$ cat src/rtl/tick_pwm_pkg.sv
// Shared types and default constants for the tick-driven PWM generator.
// Reset period 6 gives a 7-tick PWM cycle; reset duty 3 keeps the output high for 3 of those ticks.
package tick_pwm_pkg;

    typedef enum logic {
        IDLE = 1'b0,
        RUN  = 1'b1
    } state_e;

    localparam int DEFAULT_WIDTH      = 8;
    localparam int DEFAULT_RST_PERIOD = 6;
    localparam int DEFAULT_RST_DUTY   = 3;

endpackage

$ cat src/rtl/tick_pwm_cfg_shadow.sv
// Single-entry shadow register for PWM period/duty, with a valid/ready offer port.
// The top decides when the shadow may move into the active registers.
module tick_pwm_cfg_shadow
    import tick_pwm_pkg::*;
#(
    parameter int WIDTH = DEFAULT_WIDTH
) (
    input  logic             clk,
    input  logic             resetn,
    input  logic             i_cfg_valid,
    input  logic [WIDTH-1:0] i_cfg_period,
    input  logic [WIDTH-1:0] i_cfg_duty,
    input  logic             i_load_en,
    output logic             o_cfg_ready,
    output logic             o_load_fire,
    output logic [WIDTH-1:0] o_shadow_period,
    output logic [WIDTH-1:0] o_shadow_duty
);

    // Handshake: a configuration transfers on any clk edge where i_cfg_valid
    // and o_cfg_ready are both 1. ready is simply "shadow empty", so it never
    // depends on valid; valid may be held or dropped freely while ready is 0.
    logic             pending_q, pending_d;
    logic [WIDTH-1:0] shadow_period_q, shadow_period_d;
    logic [WIDTH-1:0] shadow_duty_q, shadow_duty_d;
    logic             xfer;
    logic             fire;

    always_comb begin
        xfer            = i_cfg_valid & ~pending_q;
        fire            = pending_q & i_load_en;
        pending_d       = pending_q;
        shadow_period_d = shadow_period_q;
        shadow_duty_d   = shadow_duty_q;
        // A transfer needs an empty shadow and a load needs a full one, so the two never coincide.
        if (xfer) begin
            pending_d       = 1'b1;
            shadow_period_d = i_cfg_period;
            shadow_duty_d   = i_cfg_duty;
        end else if (fire) begin
            pending_d = 1'b0;
        end
    end

    always_ff @(posedge clk or negedge resetn) begin
        if (!resetn) begin
            pending_q       <= 1'b0;
            shadow_period_q <= '0;
            shadow_duty_q   <= '0;
        end else begin
            pending_q       <= pending_d;
            shadow_period_q <= shadow_period_d;
            shadow_duty_q   <= shadow_duty_d;
        end
    end

    assign o_cfg_ready     = ~pending_q;
    assign o_load_fire     = fire;
    assign o_shadow_period = shadow_period_q;
    assign o_shadow_duty   = shadow_duty_q;

endmodule

$ cat src/rtl/tick_pwm_gen.sv
// Tick-advanced PWM generator: counts upstream ticks over a cycle of period+1 ticks
// and drives o_pwm high while the count is below the duty value.
module tick_pwm_gen
    import tick_pwm_pkg::*;
#(
    parameter int WIDTH      = DEFAULT_WIDTH,
    parameter int RST_PERIOD = DEFAULT_RST_PERIOD,
    parameter int RST_DUTY   = DEFAULT_RST_DUTY
) (
    input  logic             clk,
    input  logic             resetn,
    input  logic             i_tick,
    input  logic             i_enable,
    input  logic             i_cfg_valid,
    output logic             o_cfg_ready,
    input  logic [WIDTH-1:0] i_cfg_period,
    input  logic [WIDTH-1:0] i_cfg_duty,
    output logic             o_pwm,
    output logic             o_period_end,
    output logic [WIDTH-1:0] o_count
);

    localparam logic [WIDTH-1:0] RST_PERIOD_W = WIDTH'(RST_PERIOD);
    localparam logic [WIDTH-1:0] RST_DUTY_W   = WIDTH'(RST_DUTY);
    localparam logic [WIDTH-1:0] CNT_ONE      = {{(WIDTH-1){1'b0}}, 1'b1};

    state_e           state_q, state_d;
    logic [WIDTH-1:0] count_q, count_d;
    logic [WIDTH-1:0] period_q, period_d;
    logic [WIDTH-1:0] duty_q, duty_d;
    logic             pwm_q, pwm_d;
    logic             period_end_q, period_end_d;

    logic             at_end;
    logic             wrap;
    logic             load_en;
    logic             load_fire;
    logic [WIDTH-1:0] shadow_period;
    logic [WIDTH-1:0] shadow_duty;

    tick_pwm_cfg_shadow #(
        .WIDTH (WIDTH)
    ) u_cfg_shadow (
        .clk             (clk),
        .resetn          (resetn),
        .i_cfg_valid     (i_cfg_valid),
        .i_cfg_period    (i_cfg_period),
        .i_cfg_duty      (i_cfg_duty),
        .i_load_en       (load_en),
        .o_cfg_ready     (o_cfg_ready),
        .o_load_fire     (load_fire),
        .o_shadow_period (shadow_period),
        .o_shadow_duty   (shadow_duty)
    );

    // The shadow may only land where the count is 0 afterwards: a tick-driven wrap or any idle cycle.
    always_comb begin
        at_end  = (count_q == period_q);
        wrap    = (state_q == RUN) && i_enable && i_tick && at_end;
        load_en = (state_q == IDLE) || wrap;
    end

    always_comb begin
        period_d = load_fire ? shadow_period : period_q;
        duty_d   = load_fire ? shadow_duty   : duty_q;
    end

    always_comb begin
        state_d      = state_q;
        count_d      = count_q;
        pwm_d        = pwm_q;
        period_end_d = 1'b0;
        case (state_q)
            IDLE: begin
                count_d = '0;
                pwm_d   = 1'b0;
                if (i_enable) begin
                    state_d = RUN;
                end
            end
            RUN: begin
                if (!i_enable) begin
                    state_d = IDLE;
                    count_d = '0;
                    pwm_d   = 1'b0;
                end else if (i_tick) begin
                    count_d      = at_end ? '0 : count_q + CNT_ONE;
                    period_end_d = at_end;
                    // duty_d already carries a duty loaded on this same wrap.
                    pwm_d        = (count_d < duty_d);
                end
            end
            default: begin
                state_d = IDLE;
                count_d = '0;
                pwm_d   = 1'b0;
            end
        endcase
    end

    always_ff @(posedge clk or negedge resetn) begin
        if (!resetn) begin
            state_q      <= IDLE;
            count_q      <= '0;
            period_q     <= RST_PERIOD_W;
            duty_q       <= RST_DUTY_W;
            pwm_q        <= 1'b0;
            period_end_q <= 1'b0;
        end else begin
            state_q      <= state_d;
            count_q      <= count_d;
            period_q     <= period_d;
            duty_q       <= duty_d;
            pwm_q        <= pwm_d;
            period_end_q <= period_end_d;
        end
    end

    assign o_pwm        = pwm_q;
    assign o_period_end = period_end_q;
    assign o_count      = count_q;

endmodule

$ cat config.mk
export PLATFORM = sky130hd
export DESIGN_NAME = tick_pwm_gen
export DESIGN_NICKNAME = d
export VERILOG_FILES = /design/src/rtl/tick_pwm_pkg.sv /design/src/rtl/tick_pwm_cfg_shadow.sv /design/src/rtl/tick_pwm_gen.sv
export SDC_FILE = /design/constraint.sdc
export NUM_CORES = 1
export LEC_CHECK = 0
export CORE_MARGIN = 3
export CORE_UTILIZATION = 55
export DETAILED_ROUTE_END_ITERATION = 8
export PLACE_DENSITY = 0.87
export SLEW_MARGIN = 15
export SYNTH_ARGS = -nofsm -noshare
export SYNTH_HDL_FRONTEND = slang
export SYNTH_SLANG_ARGS = --single-unit
$ cat constraint.sdc
create_clock -name clk -period 5.7 [get_ports clk]
set_input_delay 1.14 -clock clk [delete_from_list [all_inputs] [get_ports clk]]
set_output_delay 1.14 -clock clk [all_outputs]
set_load 0.01 [all_outputs]
==> results of run 1 <==
layer usage:
layer / up-vias / wire [um] / track usage [%]
met5: - / 0 / 0
met4: 0 / 74 / 6.89
met3: 8 / 215 / 4.35
met2: 52 / 2110 / 29.6
met1: 770 / 2010 / 26.2
li1: 775 / - / -
report_power, final:
part | leakage [nW] | internal [W] | total, W | switching, W
sequential | 0.532 | 0.000405 | 0.000465 | 0.0000593
clock | 0.0455 | 0.0000989 | 0.000199 | 0.000101
combinational | 0.640 | 0.000154 | 0.000245 | 0.0000913
metrics by stage:
stage / setup WS (ns) / utilization (%) / hold WS, ns
final: 1.95 / 67.5 / 0.506
after global routing: 1.67 / 67.5 / 0.531
after CTS: 1.90 / 67.5 / 0.516
after detailed placement: 1.61 / 65.2 / 0.496
after global placement: 1.76 / 65.2 / 0.491
after floorplan: 2.78 / - / 0.477
registers in the layout, indices dropped and copies added (netlist names):
name,cells
u_cfg_shadow.o_shadow_duty,8
duty_q,8
o_pwm,1
period_q,8
u_cfg_shadow.o_shadow_period,8
state_q,1
o_period_end,1
u_cfg_shadow.pending_q,1
o_count,8
cell type report:
class | count | area share [%]
multi-input cells | 142 | 42.6
clock buffers | 8 | 3.27
inverters | 3 | 0.409
repair buffers | 32 | 11.3
well taps | 50 | 2.27
flip-flops and latches | 44 | 40.1
final timing paths:
kind / cells past startpoint / end / startpoint
min in group asynchronous: 1 / u_cfg_shadow.o_shadow_period[0] / resetn
min reg2reg: 1 / period_q[3] / u_cfg_shadow.o_shadow_period[3]
max: 11 / o_pwm / i_tick
max reg2reg: 11 / o_pwm / o_count[3]
min: 1 / period_q[3] / u_cfg_shadow.o_shadow_period[3]
max in group asynchronous: 1 / u_cfg_shadow.o_shadow_duty[3] / resetn
logic make-up (layout without fill, tap and decap cells):
family,after synthesis,count (layout)
AO/OA/AOI/OAI,24,24
XOR/XNOR,14,14
adder cells (fa/ha/maj),8,8
buffers and inverters,15,43
flip-flops,44,44
multiplexers,41,41
AND/OR/NAND/NOR,55,55
cell usage in the layout, fill, tap and decap left out, types with 2 or more instances in the layout:
master and count:
mux2_2 18, clkbuf_1 2, and2_1 2, o21ai_0 8
nand2_1 12, xor2_1 2, nand3_1 8, a31o_2 3
and3_1 4, or3_1 2, dfrtp_1 40, clkdlybuf4s50_1 30
nor3_1 2, dfstp_2 4, nor2b_1 2, nand3b_1 2
mux2_4 13, mux2i_1 10, clkbuf_8 6, nor2_1 11
a21oi_1 7, a2111oi_0 2, inv_1 3, nor4_1 2
xnor2_1 12, ha_1 8, or4_1 2
==> summary.txt, run 1 <==
Power
  – Total power: 0.000909 W
  – Worst VDD drop: 0.000214 V
  – Pwr per Cell Area: between 300 and 400 nW/um2
  – P_leak: around 1.2 nW

Hold path
  – Worst Hold Class: flop to flop

STA
  – Fmax: roughly 270 MHz
  – Final slew viol count: 0
  – Worst-margin pin slew: 0.971 ns
  – Unrepaired setup endpoints after global routing: no
  – Post-route setup TNS: 0 ns
  – Tcrit/Tclk final: 65.9%
  – Clock Skews: ~0.007 ns
  – Slew margin rel.: between 30% and 40%
  – Fin crit period: ~3.8 ns
  – Final Hold Fails: 0
  – Setup Viol. Count Final: 0

Layout
  – Layout cells sized above 1: a little over a fifth
  – Diode count: 0
  – Non-Filler Instances: around 280
  – Layout Nets: approximately 260
  – Area Overhead vs Synth: 16.6%
  – Filler cells: 314
  – Multi-input logic area: 1170 um2
  – Final instance area: around 2800 um2
  – FF/Latch Area: 1110 um2

Logic synthesis
  – Synth unique cells: 37
  – Adder-cell share of the synthesized area: 4.24%
  – Ys async rst share: 100%
  – Post-Synth XOR/XNOR Area: ~5.2%
  – Mux contribution to synthesized area: roughly a fifth
  – EDFF count, synth: 0
  – Seq cells post-synth: between 40 and 50
  – Synth area leader: dfrtp_1
  – Compound-gate portion of the synthesized area: under 10%
  – Net count after synthesis: 230
  – Syn Inst Count: between 200 and 250
  – Synth cell count leaders: dfrtp_1 (40), mux2_2 (18), mux2_4 (13)
  – Syn_area_per_cell: roughly 12 um2
  – Syn. warnings: 0
  – Largest family of logic cells by synthesized area: multiplexers
  – Most instantiated library cell after synthesis: dfrtp_1
  – Top cells by area, synth: dfrtp_1 (42%), mux2_2 (8.6%), mux2_4 (8.3%)
  – Simple-gate share of the synthesized area: about an eighth
  – Syn Std Cell Area: about 2400 um2
  – Most used DFF post-synth: dfrtp_1
  – Area share of the largest cell type after synthesis: 42.4%
  – Seq/Total Area, Yosys: between 40% and 50%

Status
  – Run status: completed

Worst setup path
  – CP max-delay cell: clkdlybuf4s50_1
  – Crit path buffers/inverters: 1
  – Crit path DAT: 3.98 ns
  – WP data required: between 5 and 6 ns
  – Largest fanout on the critical path: 22
  – Element type at the critical path end: flop
  – Critical Path Max Stage Delay: 0.59 ns
  – Critical Path, Cell by Cell: clkdlybuf4s50_1 > nand2_1 > o31ai_4 > nand2_2 > mux2i_1 > ha_1 > a21oi_1 > nor2_1 > a2111oi_0 > o21ai_0 > a31oi_1
  – CP startpoint kind: primary input
  – WS Path Type: primary input to flop
  – R2r setup slk: ~2.5 ns
  – Top Family by Delay on Critical Path: compound AO/OA/AOI/OAI gates

Clock tree
  – Insertion delay to the later sink of the worst-skew pair: 0.30 ns
  – CTS resizes: 0
  – Clk slew on worst S/H paths: 0.08 ns
  – CTS tree: done
  – Clk buf depth: 2
  – Post-CTS Setup Bufs: 0
  – CTS Hold Bufs: 0
  – Root Buffer: clkbuf_8
  – Cts bufs inserted: 5
  – CTS sink count: between 40 and 50
  – Htree depth: 2

Die
  – Core footprint: between 4000 and 5000 um2
  – IO Pins: 32
  – Die X: roughly 72 um
  – Die ar.: about 5100 um2
  – Starting Density: just under 60%
  – FP Rows: 23
  – Die Y: ~70 um

Place
  – Detail Placement HPWL: 3170 um
  – Placed Cells incl. Taps: about 270
  – Placed Area: about 2700 um2
  – Placer Congestion: 0.827
  – I/O Buffers: 31

Detailed routing
  – Initial DRC count: 141
  – Drt wl/cell: around 16 um
  – ANT nets after route: 0
  – Vias: approximately 1,600
  – Via density: 5.75
  – Drt total wl: ~4400 um
  – DRC viols: 0
  – Drt first pass iters: 7

Global routing
  – First-pass GRT wire length: between 7000 and 8000 um
  – Initial antenna violation count: 0
  – Total track usage: 19.0%
  – Gr ovfl total: 0
  – Number of global-route vias before repair: 1,596
  – Largest net degree at the start of global routing: 45

Run
  – # Max-Cap Violations: 0
No activity file was read; power rests on OpenSTA's default activity.
==> run 2: changes to the inputs <==
--- a/config.mk
+++ b/config.mk
@@ -6,9 +6,9 @@
 export NUM_CORES = 1
 export LEC_CHECK = 0
 export CORE_MARGIN = 3
-export CORE_UTILIZATION = 55
+export CORE_UTILIZATION = 49
 export DETAILED_ROUTE_END_ITERATION = 8
-export PLACE_DENSITY = 0.87
+export PLACE_DENSITY = 0.82
 export SLEW_MARGIN = 15
 export SYNTH_ARGS = -nofsm -noshare
 export SYNTH_HDL_FRONTEND = slang
==> constraint.sdc (replaced) <==
create_clock -name clk -period 3.2 [get_ports clk]
set_input_delay 0.64 -clock clk [delete_from_list [all_inputs] [get_ports clk]]
set_output_delay 0.64 -clock clk [all_outputs]
set_load 0.01 [all_outputs]
==> summary.txt, run 2 (synthesis results as in run 1) <==
Status
  – Run status: completed

Worst setup path
  – Crit path DAT: 3.09 ns
  – R2r setup slk: 0.37 ns
  – Reg2Reg Capture Point: o_pwm
  – WS Path Type: primary input to flop
  – WP data required: 3.42 ns
  – Element type at the critical path end: flop
  – Critical Path Max Stage Delay: 0.53 ns
  – Largest fanout on the critical path: 8
  – Critical R2R Launch: o_count[0]
  – Critical Path, Cell by Cell: clkdlybuf4s50_1 > nand2_1 > o31ai_4 > nand2_2 > mux2i_1 > ha_1 > a21oi_1 > nor2_1 > a2111oi_0 > o21ai_0 > a31oi_1
  – CP startpoint kind: primary input
  – Worst-case reg-to-reg path depth: 11
  – CP max-delay cell: clkdlybuf4s50_1

STA
  – Fmax: 348 MHz
  – Fin crit period: approximately 2.9 ns
  – Tcrit/Tclk final: 89.7%
  – Final slew viol count: 0
  – Final Hold Fails: 0
  – Slew margin rel.: 37.2%
  – Unrepaired setup endpoints after global routing: no
  – Setup Viol. Count Final: 0
  – Worst-margin pin slew: approximately 0.94 ns
  – Clock Skews: about 0.0078 ns
  – Post-route setup TNS: 0 ns

Place
  – I/O Buffers: 31
  – Placed Cells incl. Taps: approximately 280
  – Placer Congestion: between 0.8 and 0.9
  – Detail Placement HPWL: 3440 um

Layout
  – Non-Filler Instances: ~290
  – Diode count: 0
  – Most frequent cells in the layout: dfrtp_1 (40), clkdlybuf4s50_1 (30), mux2_2 (18), mux2_4 (13)
  – Layout Nets: about 270
  – Most common cell after layout, fill and taps aside: dfrtp_1
  – Area Overhead vs Synth: 19.1%
  – Layout cells sized above 1: between 20% and 30%

Run
  – # Max-Cap Violations: 0

Detailed routing
  – DRC viols: 0
  – Vias: 1,633
  – Drt total wl: roughly 4500 um
  – Via density: around 5.7
  – Drt first pass iters: 4
  – Drt wl/cell: 15.5 um
  – Initial DRC count: between 100 and 150
  – ANT nets after route: 0

Power
  – Pwr per Cell Area: about 570 nW/um2
  – P_leak: approximately 1.3 nW
  – Worst VDD drop: ~0.00038 V

Clock tree
  – Cts bufs inserted: 5
  – Clk buf depth: 2
  – Clk slew on worst S/H paths: approximately 0.080 ns
  – CTS tree: done
  – Post-CTS Setup Bufs: 0
  – CTS resizes: 0
  – Insertion delay to the later sink of the worst-skew pair: approximately 0.30 ns
  – CTS sink count: 44
  – Htree depth: 2
  – Root Buffer: clkbuf_8
  – CTS Hold Bufs: 0

Die
  – Core footprint: ~4500 um2
  – Die X: about 75 um
  – IO Pins: 32
  – Starting Density: 52.5%
  – Die Y: about 75 um
  – FP Rows: 24
  – Die ar.: 5690 um2

Global routing
  – First-pass GRT wire length: ~7800 um
  – Total track usage: about 18%
  – Largest net degree at the start of global routing: 45
  – Number of global-route vias before repair: ~1,700
  – Initial antenna violation count: 0
  – Gr ovfl total: 0

Hold path
  – Worst Hold Class: primary input to asynchronous set/reset pin
[run 2: per-stage QoR]
stage	total power (W)	setup slack [ns]	utilization [%]	hold slack, ns	cell area (um2)
2_1_floorplan	0.00116	0.559	-	0.344	2360
3_3_place_gp	0.00126	0.166	60.6	0.488	2730
3_5_place_dp	0.00129	0.0455	60.6	0.492	2730
4_1_cts	0.00163	0.333	62.5	0.510	2810
5_1_grt	0.00172	0.142	62.5	0.535	2810
6_report	0.00161	0.330	62.5	0.479	2810
[run 2: final cells by class]
| type | count | area (um2) |
|---|---|---|
| Timing Repair Buffer | 40 | 373 |
| Fill cell | 357 | 1690 |
| Multi-Input combinational cell | 142 | 1170 |
| Tap cell | 52 | 65.1 |
| Clock inverter | 2 | 12.5 |
| Clock buffer | 6 | 72.6 |
| Inverter | 3 | 11.3 |
| Sequential cell | 44 | 1110 |
[run 2: worst max path at each step]
stage,startpoint,to
after global routing,o_count[6],o_pwm
final,i_enable,o_pwm
after CTS,i_enable,o_pwm
after global placement,i_enable,o_pwm
after floorplan,o_count[3],o_pwm
after detailed placement,i_enable,o_pwm
[run 2: worst max-delay path, delay by kind of cell]
family          cells  cell delay [ns]
compound gates      5             1.06
buf+inv             1             0.53
simple gates        3             0.36
fa+ha+maj           1             0.31
mux                 1             0.17
[run 2: power by group]
group          total (W)  internal [W]  switching (W)
clock network   0.000337      0.000153       0.000184
registers       0.000826      0.000722       0.000105
logic           0.000449      0.000280       0.000169
[run 2: metal layers]
layer | global-route usage, % | part of all wire [%] | vias to the layer above
met5 | 0 | 0 | -
met4 | 6.99 | 1.8 | 0
met3 | 4.09 | 4.8 | 9
met2 | 28.2 | 47 | 41
met1 | 25.4 | 46 | 800
li1 | - | - | 783
==> edit: new RTL, flow settings as in run 2 <==
Put one more register stage on the output `o_count`, with the module's reset. The value now appears one clock later. The other outputs are not delayed to match.
--- a/src/rtl/tick_pwm_gen.sv
+++ b/src/rtl/tick_pwm_gen.sv
@@ -119,5 +119,11 @@
     assign o_pwm        = pwm_q;
     assign o_period_end = period_end_q;
-    assign o_count      = count_q;
+    always_ff @(posedge clk or negedge resetn) begin
+        if (!resetn) begin
+            o_count <= '0;
+        end else begin
+            o_count <= count_q;
+        end
+    end
 
 endmodule
Function: changed (Yosys sat finds a counterexample within 4 cycles, from zero or initial values and one cycle with resetn low).
==> edit against run 2 <==
Worst setup slack better by 0.11 ns. Final area up 25%. Global-route usage up 1.6 points. Sequential cell count up 8. Wire length up 48%. Hold slack worse by 0.24 ns. Area after synthesis up 30%. Total power down 0.64%. Critical path type unchanged. Critical endpoint unchanged.
==> edit: results (changes against run 2) <==
YS warnings -> 0 (unchanged)
Final wirelength -> 6640 um (+48%)
Worst hold-check path type -> in -> async
Worst-Skew Late Latency -> 0.31 ns
Final Net Count -> 375 (+42%)
Num CTS Buffers -> 5 (unchanged)
Synth async-reset ratio -> 100% (unchanged)
DR iter-0 viols -> 203 (+60%)
Ant. Diodes -> 0 (unchanged)
Vias in the first global route -> 2445 (+46%)
Clk root buf -> clkbuf_8
Number of setup buffers added after CTS -> 0 (unchanged)
VDD IR max -> 0.261 mV (-32%)
Slew headroom -> 68.2% (+31 points)
Worst-path maximum fanout -> 15 (+7)
H-tree depth -> 2 (unchanged)
Via count -> 2580 (+58%)
Clk slew on worst S/H paths -> 0.09 ns
Initial antenna violation count -> 0 (unchanged)
Commonest cells in the netlist -> dfrtp_1, nand2_1, nand3_1
Clock skew after layout -> 0.00747 ns (-0.000372 ns)
Pre-antenna DRT Iters -> 4 (unchanged)
Fraction of layout cells with a size suffix above 1 -> 14.1% (-11 points)
Crit path DAT -> 2.99 ns (-0.10 ns)
Pin count of the biggest net entering global routing -> 27 (-40%)
First-pass GRT wire length -> 11800 um (+50%)
Seq/Total Area, Yosys -> 42.4% (-4.4 points)
Top post-synthesis cells by area -> dfrtp_1, mux2_2, and3_1
Hpwl dp -> 4790 um (+39%)
Top-count cell post-synth -> dfrtp_1
Gpl congestion -> 0.875 (+6.4%)
PortBufs -> 31 (unchanged)
Post-synthesis net count -> 352 (+53%)
Status -> finished clean
Gr usage total -> 19.9% (+1.6 points)
Lkg Pwr -> 1.52 nW (+21%)
FILL cells -> 513 (+44%)
Clk buf depth -> 2 (unchanged)
Library cells used by synthesis -> 46 (+24%)
Cell Area, Placed -> 3420 um2 (+25%)
Cts repair resizes -> 0 (unchanged)
==> edit: cell count changes in the layout (fill, tap and decap cells not counted), sizes merged, moves of 9 or more <==
cell	change
nand2	+18
mux2	-15
mux2i	-9
o211ai	+10
and3	+21
nand3	+20
==> edit: final cells by class <==
| type | instances | area, um2 | area share [%] |
|---|---|---|---|
| clock inverters | 1 | 7.51 | 0.213 |
| clock buffers | 7 | 86.3 | 2.45 |
| well taps | 75 | 93.8 | 2.67 |
| flip-flops and latches | 52 | 1310 | 37.1 |
| repair buffers | 44 | 403 | 11.5 |
| inverters | 4 | 15.0 | 0.427 |
| multi-input cells | 239 | 1610 | 45.6 |
==> edit: cell families (layout without fill, tap and decap cells) <==
family,after synthesis,after routing,share of synthesized area [%]
AND/OR/NAND/NOR,132,132,22.3
AO/OA/AOI/OAI,68,68,15.2
flip-flops,52,52,42.4
buffers and inverters,32,56,5.56
multiplexers,17,17,6.17
XOR/XNOR,14,14,5.20
adder cells (fa/ha/maj),8,8,3.25
==> edit: final timing paths <==
kind / from / depth (start not counted) / endpoint / slack, ns
max in group asynchronous: resetn / 2 / duty_q[0] / 2.29
worst min-delay path: resetn / 1 / u_cfg_shadow.o_shadow_duty[1] / 0.24
worst max-delay path: i_tick / 10 / o_pwm / 0.44
min in group clk: count_q[1] / 0 / o_count[1] / 0.53
worst min register to register: count_q[1] / 0 / o_count[1] / 0.53
worst max register to register: count_q[0] / 9 / o_pwm / 0.46
==> edit: power by group <==
group / switching (mW) / leakage (nW) / internal [mW] / total (mW)
combinational: 0.180 / 0.856 / 0.194 / 0.374
sequential: 0.0807 / 0.623 / 0.758 / 0.839
clock: 0.214 / 0.0445 / 0.176 / 0.390
total: 0.474 / 1.52 / 1.13 / 1.60
==> edit: routing by layer <==
metal,GRT usage [%],up-vias,share of wire (%)
met5,0,-,0
met4,8.06,0,2.0
met3,3.88,13,7.1
met2,29.4,111,45
met1,28.7,1234,46
li1,-,1222,-
==> edit: worst max-delay path: stages <==
cell and delay (ns):
clkdlybuf4s50_1 0.51, and2_1 0.40, and3_1 0.22, nand3_1 0.09
and3_1 0.17, ha_1 0.29, a211oi_1 0.23, a2bb2oi_1 0.21
a21oi_1 0.08, a31oi_1 0.13
==> edit: per-stage QoR <==
step	hold WS (ns)	std cells	utilization (%)	total power, mW	worst slack (ns)
floorplan	0.344	323	-	1.09	0.856
global placement	0.497	414	57.1	1.20	0.243
detailed placement	0.507	414	57.1	1.23	0.173
CTS	0.236	422	58.7	1.62	0.473
global route	0.246	422	58.7	1.71	0.274
finish	0.236	422	58.7	1.60	0.439
